<file path="config.mk">
export PLATFORM = sky130hd
export DESIGN_NAME = pc_unit
export DESIGN_NICKNAME = d
export VERILOG_FILES = /design/src/rtl/pc_pkg.sv /design/src/rtl/pc_unit_incn.sv /design/src/rtl/pc_unit.sv
export SDC_FILE = /design/constraint.sdc
export NUM_CORES = 1
export LEC_CHECK = 0
export CORE_UTILIZATION = 55
export CTS_CLUSTER_SIZE = 16
export DETAILED_ROUTE_END_ITERATION = 7
export PLACE_DENSITY_LB_ADDON = 0.3
export SLEW_MARGIN = 10
export SYNTH_ARGS = -nofsm -noshare
export SYNTH_HDL_FRONTEND = slang
export SYNTH_HIERARCHICAL = 1
export SYNTH_SLANG_ARGS = --single-unit
export TNS_END_PERCENT = 50
</file>
<file path="constraint.sdc">
create_clock -name clk -period 4.9 [get_ports clk]
set_clock_uncertainty 0.15 [all_clocks]
set_input_delay 0.735 -clock clk [delete_from_list [all_inputs] [get_ports clk]]
set_output_delay 0.735 -clock clk [all_outputs]
set_load 0.01 [all_outputs]
</file>
<file path="src/rtl/pc_pkg.sv">
// Shared types and command decode for the program-counter unit.
// Optional build macro: PC_SAT_EN (saturating increment).
package pc_pkg;

    localparam int DEPTH_DEF = 4;
    localparam int CNT_W     = $clog2(DEPTH_DEF) + 1;

    typedef enum logic [2:0] {
        CMD_HOLD,
        CMD_INC,
        CMD_LOAD,
        CMD_CALL,
        CMD_RET
    } cmd_e;

    // Fixed priority: ret > call > load > inc.
    function automatic cmd_e pc_decode(
        input logic ret,
        input logic call,
        input logic load,
        input logic inc
    );
        cmd_e c;
        c = CMD_HOLD;
        priority case (1'b1)
            ret:     c = CMD_RET;
            call:    c = CMD_CALL;
            load:    c = CMD_LOAD;
            inc:     c = CMD_INC;
            default: c = CMD_HOLD;
        endcase
        return c;
    endfunction

endpackage

</file>
<file path="src/rtl/pc_unit_incn.sv">
// WIDTH-bit +1 incrementer with carry-out.
// With PC_SAT_EN defined, i_sat holds all-ones instead of wrapping.
module incn #(
    parameter int WIDTH = 16
) (
    input  logic [WIDTH-1:0] i_a,
    input  logic             i_sat,
    output logic [WIDTH-1:0] o_sum,
    output logic             o_co
);

    logic [WIDTH:0] w_full;

    assign w_full = {1'b0, i_a} + {{WIDTH{1'b0}}, 1'b1};
    assign o_co   = w_full[WIDTH];

`ifdef PC_SAT_EN
    assign o_sum = (i_sat && w_full[WIDTH]) ? i_a : w_full[WIDTH-1:0];
`else
    logic w_unused_sat;
    assign w_unused_sat = i_sat;
    assign o_sum        = w_full[WIDTH-1:0];
`endif

endmodule

</file>
<file path="src/rtl/pc_unit.sv">
// Registered program counter with an integrated return-address stack.
// Build option PC_SAT_EN: increments from all-ones saturate instead of wrapping.
module pc_unit
    import pc_pkg::*;
#(
    parameter int               WIDTH    = 16,
    parameter int               DEPTH    = 4,
    parameter logic [WIDTH-1:0] RESET_PC = '0
) (
    input  logic             clk,
    input  logic             rst_n,
    input  logic             en,
    input  logic             inc,
    input  logic             load,
    input  logic             call,
    input  logic             ret,
    input  logic [WIDTH-1:0] addr,
    input  logic             err_clr,
    output logic [WIDTH-1:0] pc,
    output logic             ovf,
    output logic             stk_full,
    output logic             stk_empty,
    output logic             stk_err
);

    localparam int AW = $clog2(DEPTH);
    localparam int CW = AW + 1;

    logic [WIDTH-1:0] r_pc;
    logic             r_ovf;
    logic             r_err;
    logic [CW-1:0]    r_cnt;
    logic [WIDTH-1:0] r_stk [DEPTH];

    cmd_e             w_cmd;
    logic [WIDTH-1:0] w_pc_inc;
    logic             w_pc_co;
    logic [WIDTH-1:0] w_push;
    logic             w_push_co;
    logic             w_full;
    logic             w_empty;
    logic             w_err_set;
    logic             w_do_push;
    logic [AW-1:0]    w_top_idx;

    assign w_cmd = pc_decode(ret, call, load, inc);

    incn #(.WIDTH(WIDTH)) u_inc_pc (
        .i_a   (r_pc),
        .i_sat (1'b1),
        .o_sum (w_pc_inc),
        .o_co  (w_pc_co)
    );

    // Return address never raises ovf, so its carry is dropped.
    incn #(.WIDTH(WIDTH)) u_inc_push (
        .i_a   (r_pc),
        .i_sat (1'b1),
        .o_sum (w_push),
        .o_co  (w_push_co)
    );

    logic w_unused_co;
    assign w_unused_co = w_push_co;

    assign w_full    = (r_cnt == CW'(DEPTH));
    assign w_empty   = (r_cnt == '0);
    assign w_top_idx = r_cnt[AW-1:0] - 1'b1;
    assign w_do_push = en && (w_cmd == CMD_CALL) && !w_full;
    assign w_err_set = en && (((w_cmd == CMD_CALL) && w_full) ||
                              ((w_cmd == CMD_RET) && w_empty));

    always_ff @(posedge clk or negedge rst_n) begin
        if (!rst_n) begin
            r_pc  <= RESET_PC;
            r_ovf <= 1'b0;
            r_err <= 1'b0;
            r_cnt <= '0;
        end else begin
            r_ovf <= 1'b0;
            if (w_err_set)
                r_err <= 1'b1;
            else if (err_clr)
                r_err <= 1'b0;
            if (en) begin
                unique case (w_cmd)
                    CMD_INC: begin
                        r_pc  <= w_pc_inc;
                        r_ovf <= w_pc_co;
                    end
                    CMD_LOAD: r_pc <= addr;
                    CMD_CALL: begin
                        r_pc <= addr;
                        if (!w_full)
                            r_cnt <= r_cnt + 1'b1;
                    end
                    CMD_RET: begin
                        if (!w_empty) begin
                            r_pc  <= r_stk[w_top_idx];
                            r_cnt <= r_cnt - 1'b1;
                        end else begin
                            r_pc  <= w_pc_inc;
                            r_ovf <= w_pc_co;
                        end
                    end
                    default: ;
                endcase
            end
        end
    end

    // Storage contents are don't-care after reset, so no reset here.
    always_ff @(posedge clk) begin
        if (w_do_push)
            r_stk[r_cnt[AW-1:0]] <= w_push;
    end

    assign pc        = r_pc;
    assign ovf       = r_ovf;
    assign stk_err   = r_err;
    assign stk_full  = w_full;
    assign stk_empty = w_empty;

endmodule

</file>
Word level (Yosys, flattened, before mapping):

Memories as Yosys holds them, arrays and structs flattened.
Cells that the tools add are included.
Widths: inputs -> output; s select.

* register bits after elaboration: 21
* bits in latches: 0
* memory bits (writable): 64
* memory bits (read-only): 0
* input port bits: 24
* output and inout bits: 20
* memories kept: 1

* add/sub/neg operators: 4
* $mul: 0
* divide/modulo/power cells: 0
* order comparisons: 0
* equality and inequality tests: 7
* shifts and indexed selects: 0
* muxes and demuxes: 16
* bitwise gates (word level): 0
* reductions and logical operators: 14

Memories
* r_stk: depth 4, bits a word 16, read ports 1, clocked after memory_dff 0, wr ports 1, line pc_unit.sv:33 `logic [WIDTH-1:0] r_stk [DEPTH];`

Operators with widths (number)
* $pmux 16 s3: 1
* $add 16x1->17 const B: 1
* $mux 16: 1
* $mux 3: 5
* $mux 1: 7
* $eq 3x2->1 const B: 2
* $eq 3x3->1 const B: 2
* $pmux 3 s2: 1
* $logic_and 1x1->1: 5
* $ne 2x2->1 const B: 2
* $reduce_and 4->1: 1
* $reduce_bool 2->1: 2
* $add 3x1->3 const B: 1
* $eq 3x1->1 const B: 1
* $logic_not 3->1: 1
* $reduce_bool 3->1: 1
* $sub 3x1->3 const B: 1
* $pmux 1 s2: 1
* $reduce_and 2->1: 1
* $reduce_or 2->1: 1
* $sub 2x1->2 const B: 1
* $logic_not 1->1: 1
* $logic_or 1x1->1: 1

Logic depth before layout (Yosys ltp):

Gate-level depths: netlist of the first run.

* word-level depth: 9
* depth in mapped cells: 7
* mapped depth without buffers: 6

Modules after synthesis:

Netlist of the first run, hierarchy kept.

Modules (own cells, without submodules)
* pc_unit: times used 1, cells each 236, area each 3648.5 µm², seq. area each 2447.3 µm²
* incn: times used 2, cells each 44, area each 322.8 µm², seq. area each 0.0 µm²

Worst setup path after synthesis of the first run:

OpenSTA, ideal clock, no wires.

* path type: input to register
* start: in ret
* end: mem r_stk[1][0] (enable)
* setup time: 0.374 ns
* data arrival time: 1.667 ns
* required time: 4.376 ns
* slack: 2.710 ns
* cell stages on the path: 5
* buffers on the path: 1
* cells stage by stage: buf_6 -> nor2b_1 -> nand2_1 -> nor2_1 -> and2_1

* word-level cells in the longest chain between the ends: 6

RTL lines
* start, declared: line pc_unit.sv:16 `input logic ret,`
* $mux 3: line pc_pkg.sv:25 `priority case (1'b1)`
* $eq 3x2->1: line pc_unit.sv:69 `assign w_do_push = en && (w_cmd == CMD_CALL) && !w_full;`
* $logic_and 1x1->1 (2 in a row): line pc_unit.sv:69
* $mux 1: line pc_unit.sv:114 `if (w_do_push)`
* $mux 1 (not written as such): line pc_unit.sv:115 `r_stk[r_cnt[AW-1:0]] <= w_push;`
* end, declared: line pc_unit.sv:33

No other way between the ends.

Final worst setup path of the first run:

* start: reg r_cnt[0]
* end: out stk_empty

* word-level cells in the longest chain between the ends: 1

RTL lines
* start, declared: line pc_unit.sv:32 `logic [CW-1:0] r_cnt;`
* start signal, assigned: line pc_unit.sv:95 `r_cnt <= r_cnt + 1'b1;`
* start signal, assigned: line pc_unit.sv:100 `r_cnt <= r_cnt - 1'b1;`
* $logic_not 3->1: line pc_unit.sv:67 `assign w_empty = (r_cnt == '0);`
* end, declared: line pc_unit.sv:22 `output logic stk_empty,`

No other way between the ends.

==> results.sh, run 1 <==
export IMPL_status="completed"
export IMPL_die_h_um=90.2
export IMPL_peakVddDrop_mv=0.239
export IMPL_switching_share_pct=36.6
export IMPL_drt_iter0_drc=217
export IMPL_dp_cells=453
export IMPL_track_usage_pct=24.4
export IMPL_drive_gt1_share_pct=18.6
export IMPL_worstPathRequired_ns=4.01
export IMPL_gp_congestion=0.789
export IMPL_ys_warn_count=6
export IMPL_internal_power_mw=1.77
export IMPL_firstDrtPassIters=7
export IMPL_tightest_slew_ns=0.966
export IMPL_ctsHtreeMaxLevel=3
export IMPL_insertion_delay_ns=0.36
export IMPL_rsz0062_at_grt="false"
export IMPL_postCtsSetupBuffers=0
export IMPL_antennaDiodeCount=0
export IMPL_pwr_share_seq_pct=40.7
export IMPL_numCtsBuffers=9
export IMPL_clk_pin_slew_worst_paths_ns=0.09
export IMPL_drc=0
export IMPL_syn_inst=321
export IMPL_num_rows=31
export IMPL_vias_per_cell=5.98
export IMPL_p_clk_share_pct=19.2
export IMPL_wl_per_cell_um=20.1
export IMPL_instances_no_fill=469
export IMPL_fin_crit_sh_pct=63.5
export IMPL_finalCriticalPeriod_ns=3.11
export IMPL_io_pin_count=44
export IMPL_n_fill_cell=547
export IMPL_die_area_um2=8140
export IMPL_cts_hold_buf=0
export IMPL_pwr_share_comb_pct=40.0
export IMPL_end_kind="primary output"
export IMPL_drv_cap=0
export IMPL_regArea_um2=2450
export IMPL_crit_type="register to primary output"
export IMPL_grt_pass1_vias=2828
export IMPL_multi_input_area_um2=1700
export IMPL_wl_um=9440
export IMPL_portBuffers=43
export IMPL_clk_path_buf_depth=2
export IMPL_power_switching_mw=1.02
export IMPL_hpwl_um=6080
export IMPL_cp_max_fo=7
export IMPL_power_leakage_nw=1.73
export IMPL_cp_arrival_ns=2.23
export IMPL_num_nets_final=396
export IMPL_pwr_density_cell_nw_per_um2=564
export IMPL_ant_nets=0
export IMPL_die_w_um=90.2
export IMPL_cts_root_buf="clkbuf_8"
export IMPL_vias=2805
export IMPL_grt_max_degree=33
export IMPL_syn_num_nets=352
export IMPL_hp_class="input pin to asynchronous set/reset pin"
export IMPL_max_freq_mhz=321
export IMPL_initial_core_util_pct=58.1
export IMPL_critical_path_startpoint_type="register"
export IMPL_grt_pass1_wl_um=14800
export IMPL_setup_viol=0
export IMPL_grt_overflow=0
export IMPL_area_growth_pct=15.9
export IMPL_maxSlewViolCount=0
export IMPL_slew_headroom_pct=35.6
export IMPL_antenna_found_initial=0
export IMPL_core_area_um2=7370
export IMPL_cts_sinks=85
export IMPL_finalHoldViolCount=0
export IMPL_syn_area_per_cell_um2=13.3
export IMPL_cts_repair_resized=0
export IMPL_setup_tns_ns=0
export IMPL_cts_tree="yes"
export IMPL_syn_area_um2=4280
-- metal layers --
metal,global-route usage [%],up-vias,routed length (um)
li1,-,1309,-
met4,9.41,0,98
met5,0,-,0
met2,40.1,102,4600
met3,4.23,11,554
met1,32.6,1383,4190
-- power by group through the flow --
stage          combinational (mW)  clock, mW  sequential (mW)
2_1_floorplan               0.769          0             1.13
3_3_place_gp                 1.08          0             1.14
3_5_place_dp                 1.10          0             1.15
4_1_cts                      1.11      0.542             1.14
5_1_grt                      1.21      0.566             1.16
6_report                     1.12      0.538             1.14
-- flip-flops by register name, indices dropped and copies added, names as in the netlist --
name     cells
r_cnt        3
r_stk       64
ovf          1
stk_err      1
pc          16
-- worst paths after layout --
path                              to  startpoint  slack [ns]  cells past startpoint
setup / recovery           stk_empty    r_cnt[0]        1.79                      4
hold / removal              r_cnt[1]       rst_n        0.22                      1
max in group asynchronous      pc[1]       rst_n        3.98                      1
min in group clk             stk_err     stk_err        0.35                      1
setup reg to reg              pc[12]    r_cnt[0]        1.90                      6
hold reg to reg              stk_err     stk_err        0.35                      1
-- layout make-up --
type | instances | share of cell area, %
well taps | 99 | 2.50
clock inverters | 5 | 1.71
repair buffers | 45 | 8.88
inverters | 10 | 0.756
multi-input cells | 214 | 34.2
clock buffers | 11 | 2.65
flip-flops and latches | 85 | 49.3
-- per-stage QoR --
| step | cell area (um2) | setup slack, ns | hold WS (ns) | util, % | power, mW |
|---|---|---|---|---|---|
| 4_1_cts | 4970 | 1.80 | 0.350 | 67.4 | 2.79 |
| 3_3_place_gp | 4750 | 1.87 | 0.329 | 64.5 | 2.22 |
| 5_1_grt | 4960 | 1.71 | 0.261 | 67.3 | 2.93 |
| 2_1_floorplan | 4280 | 2.71 | 0.289 | - | 1.90 |
| 3_5_place_dp | 4750 | 1.80 | 0.335 | 64.5 | 2.26 |
| 6_report | 4960 | 1.79 | 0.219 | 67.3 | 2.80 |
-- critical path: stages (launching register included) --
cell and delay (ns):
dfrtp_1 0.45, inv_1 0.26, ha_1 0.35, and2b_4 0.25, clkdlybuf4s50_1 0.55
-- layout by cell type (no fill, tap or decap), types with 3 or more instances in the layout --
master / instances
ha_1: 6
xnor2_1: 9
inv_1: 9
mux2_2: 27
a21oi_1: 3
mux2_1: 6
dfrtp_1: 21
nor4_2: 6
nand2_1: 11
a22oi_1: 32
clkbuf_8: 9
xor2_1: 20
edfxtp_1: 64
clkdlybuf4s50_1: 42
nand3_1: 9
nor3_1: 6
and2_1: 4
nor2_1: 29
nand4_2: 6
a31oi_1: 16
Power figures use the tool's default switching activity.
==> run 2, diff against run 1 <==
--- a/config.mk
+++ b/config.mk
@@ -5,7 +5,7 @@
 export SDC_FILE = /design/constraint.sdc
 export NUM_CORES = 1
 export LEC_CHECK = 0
-export CORE_UTILIZATION = 55
+export CORE_UTILIZATION = 51
 export CTS_CLUSTER_SIZE = 16
 export DETAILED_ROUTE_END_ITERATION = 7
 export PLACE_DENSITY_LB_ADDON = 0.3
==> constraint.sdc (replaced) <==
create_clock -name clk -period 2.7 [get_ports clk]
set_clock_uncertainty 0.15 [all_clocks]
set_input_delay 0.405 -clock clk [delete_from_list [all_inputs] [get_ports clk]]
set_output_delay 0.405 -clock clk [all_outputs]
set_load 0.01 [all_outputs]
==> run 2 against run 1 <==
Against the previous run:
- sequential cell count unchanged
- clock power grew 65%
- final area up 1.5%
- register-to-register slack lost 1.4 ns
- hold slack improved by 0.034 ns
- sequential power up 82%
- total power increased by 80%
- largest cell class unchanged
- routed wire length is 3.3% lower
- combinational power grew 86%
==> results.sh, run 2 (synthesis gave the netlist of run 1 again) <==
export IMPL_hp_class="input pin to asynchronous set/reset pin"
export IMPL_peakVddDrop_mv=0.533
export IMPL_drv_cap=0
export IMPL_num_rows=33
export IMPL_crit_type="register to primary output"
export IMPL_pwr_share_seq_pct=41.1
export IMPL_ctsHtreeMaxLevel=3
export IMPL_maxSlewViolCount=0
export IMPL_grt_max_degree=33
export IMPL_io_pin_count=44
export IMPL_portBuffers=43
export IMPL_drt_iter0_drc=165
export IMPL_final_cell_mix="edfxtp_1, clkdlybuf4s50_1, a22oi_1"
export IMPL_antennaDiodeCount=0
export IMPL_slew_headroom_pct=44.5
export IMPL_die_w_um=93.6
export IMPL_top_layer="met4"
export IMPL_area_growth_pct=17.7
export IMPL_clk_pin_slew_worst_paths_ns=0.09
export IMPL_setup_viol=0
export IMPL_final_common_cell="edfxtp_1"
export IMPL_wl_per_cell_um=18.9
export IMPL_drt_met1_wl_um=4150
export IMPL_die_h_um=93.6
export IMPL_antenna_found_initial=0
export IMPL_grt_pass1_wl_um=14400
export IMPL_cts_root_buf="clkbuf_8"
export IMPL_grt_overflow=0
export IMPL_end_kind="primary output"
export IMPL_fin_util_pct=61.6
export IMPL_drive_gt1_share_pct=20.8
export IMPL_finalCriticalPeriod_ns=2.57
export IMPL_critical_path_slowest_cell="clkdlybuf4s50_1"
export IMPL_drc=0
export IMPL_core_area_um2=8180
export IMPL_initial_core_util_pct=52.4
export IMPL_clk_path_buf_depth=2
export IMPL_pwr_density_cell_nw_per_um2=999
export IMPL_pwr_share_comb_pct=41.3
export IMPL_firstDrtPassIters=4
export IMPL_critPathLaunch="r_cnt[0]"
export IMPL_rsz0062_at_grt="false"
export IMPL_die_area_um2=8760
export IMPL_setup_tns_ns=0
export IMPL_status="completed"
export IMPL_switching_share_pct=36.5
export IMPL_gp_congestion=0.872
export IMPL_finalHoldViolCount=0
export IMPL_cts_sinks=85
export IMPL_max_freq_mhz=389
export IMPL_num_nets_final=405
export IMPL_p_clk_share_pct=17.7
export IMPL_cp_arrival_ns=2.01
export IMPL_hpwl_um=5950
export IMPL_slowest_delay_ns=0.54
export IMPL_wl_met2_um=4230
export IMPL_ant_nets=0
export IMPL_wl_met3_um=608
export IMPL_track_usage_pct=22.5
export IMPL_insertion_delay_ns=0.36
export IMPL_path_cells="inv_2, ha_2, and2b_4, clkdlybuf4s50_1"
export IMPL_critical_path_startpoint_type="register"
export IMPL_power_leakage_nw=1.77
export IMPL_largest_reg_flops=64
export IMPL_wl_um=9130
export IMPL_fin_crit_sh_pct=95.2
export IMPL_worstPathRequired_ns=2.14
export IMPL_cp_max_fo=7
export IMPL_internal_power_mw=3.20
export IMPL_vias_per_cell=5.89
export IMPL_r2r_start="pc[0]"
export IMPL_tightest_slew_ns=0.830
export IMPL_cts_tree="yes"
export IMPL_grt_pass1_vias=2782
export IMPL_power_switching_mw=1.84
export IMPL_numCtsBuffers=9
export IMPL_vias=2851
[run 2: cell types whose count changed in the layout (fill, tap and decap cells not counted), sizes merged]
cell	delta
buf	+8
bufinv	-1
clkbuf	+1
clkdlybuf4s50	+1
clkinv	-1
clkinvlp	+1
[run 2: worst paths after layout]
kind,slack [ns],end,cells past startpoint
max,0.13,stk_empty,4
max in group asynchronous,1.90,pc[12],2
min,0.25,pc[0],2
min reg2reg,0.36,stk_err,1
min in group clk,0.36,stk_err,1
max reg2reg,0.54,r_stk[3][10],4
[run 2: what timing repair did]
item / CTS / global route
endpoints found under the setup margin: 2 / 0
hold buffers: 0 / 0
setup buffers: 0 / 0
resized for setup: 2 / 0
[run 2: area by class of cell]
cell class              instances  area, um2
fillers                       638       3140
flip-flops and latches         85       2450
multi-input cells             214       1700
repair buffers                 54        526
clock buffers                  12        145
well taps                     105        131
clock inverters                 4       50.0
inverters                      10       37.5
[run 2: critical path: cells and delay by family (launching register included)]
| kind | cells | cell delay [ns] |
|---|---|---|
| and+or+nand+nor | 1 | 0.22 |
| DFF | 1 | 0.46 |
| buffers and inverters | 2 | 0.71 |
| adders and majority gates | 1 | 0.27 |
[run 2: power groups by stage]
| stage | combinational [mW] | sequential (mW) | clock [mW] |
|---|---|---|---|
| final | 2.08 | 2.07 | 0.889 |
| after floorplan | 1.40 | 2.05 | 0 |
| after global routing | 2.24 | 2.10 | 0.955 |
| after CTS | 2.08 | 2.06 | 0.905 |
| after global placement | 2.02 | 2.08 | 0 |
| after detailed placement | 2.06 | 2.09 | 0 |
[run 2: routing by layer]
layer | GRT usage (%) | vias to the layer above
li1 | - | 1320
met1 | 30.7 | 1409
met2 | 34.7 | 105
met3 | 4.31 | 17
met4 | 10.6 | 0
met5 | 0 | -
[run 2: per-stage QoR]
step | instances | power [mW] | area [um2] | hold WS (ns) | setup WS (ns)
after floorplan | 321 | 3.45 | 4280 | -0.0406 | 0.517
after global placement | 468 | 4.11 | 4840 | 0.330 | 0.271
after detailed placement | 468 | 4.15 | 4840 | 0.344 | 0.211
after CTS | 484 | 5.05 | 5040 | 0.254 | 0.0972
after global routing | 484 | 5.30 | 5040 | 0.269 | 0.0321
final | 484 | 5.03 | 5040 | 0.253 | 0.131
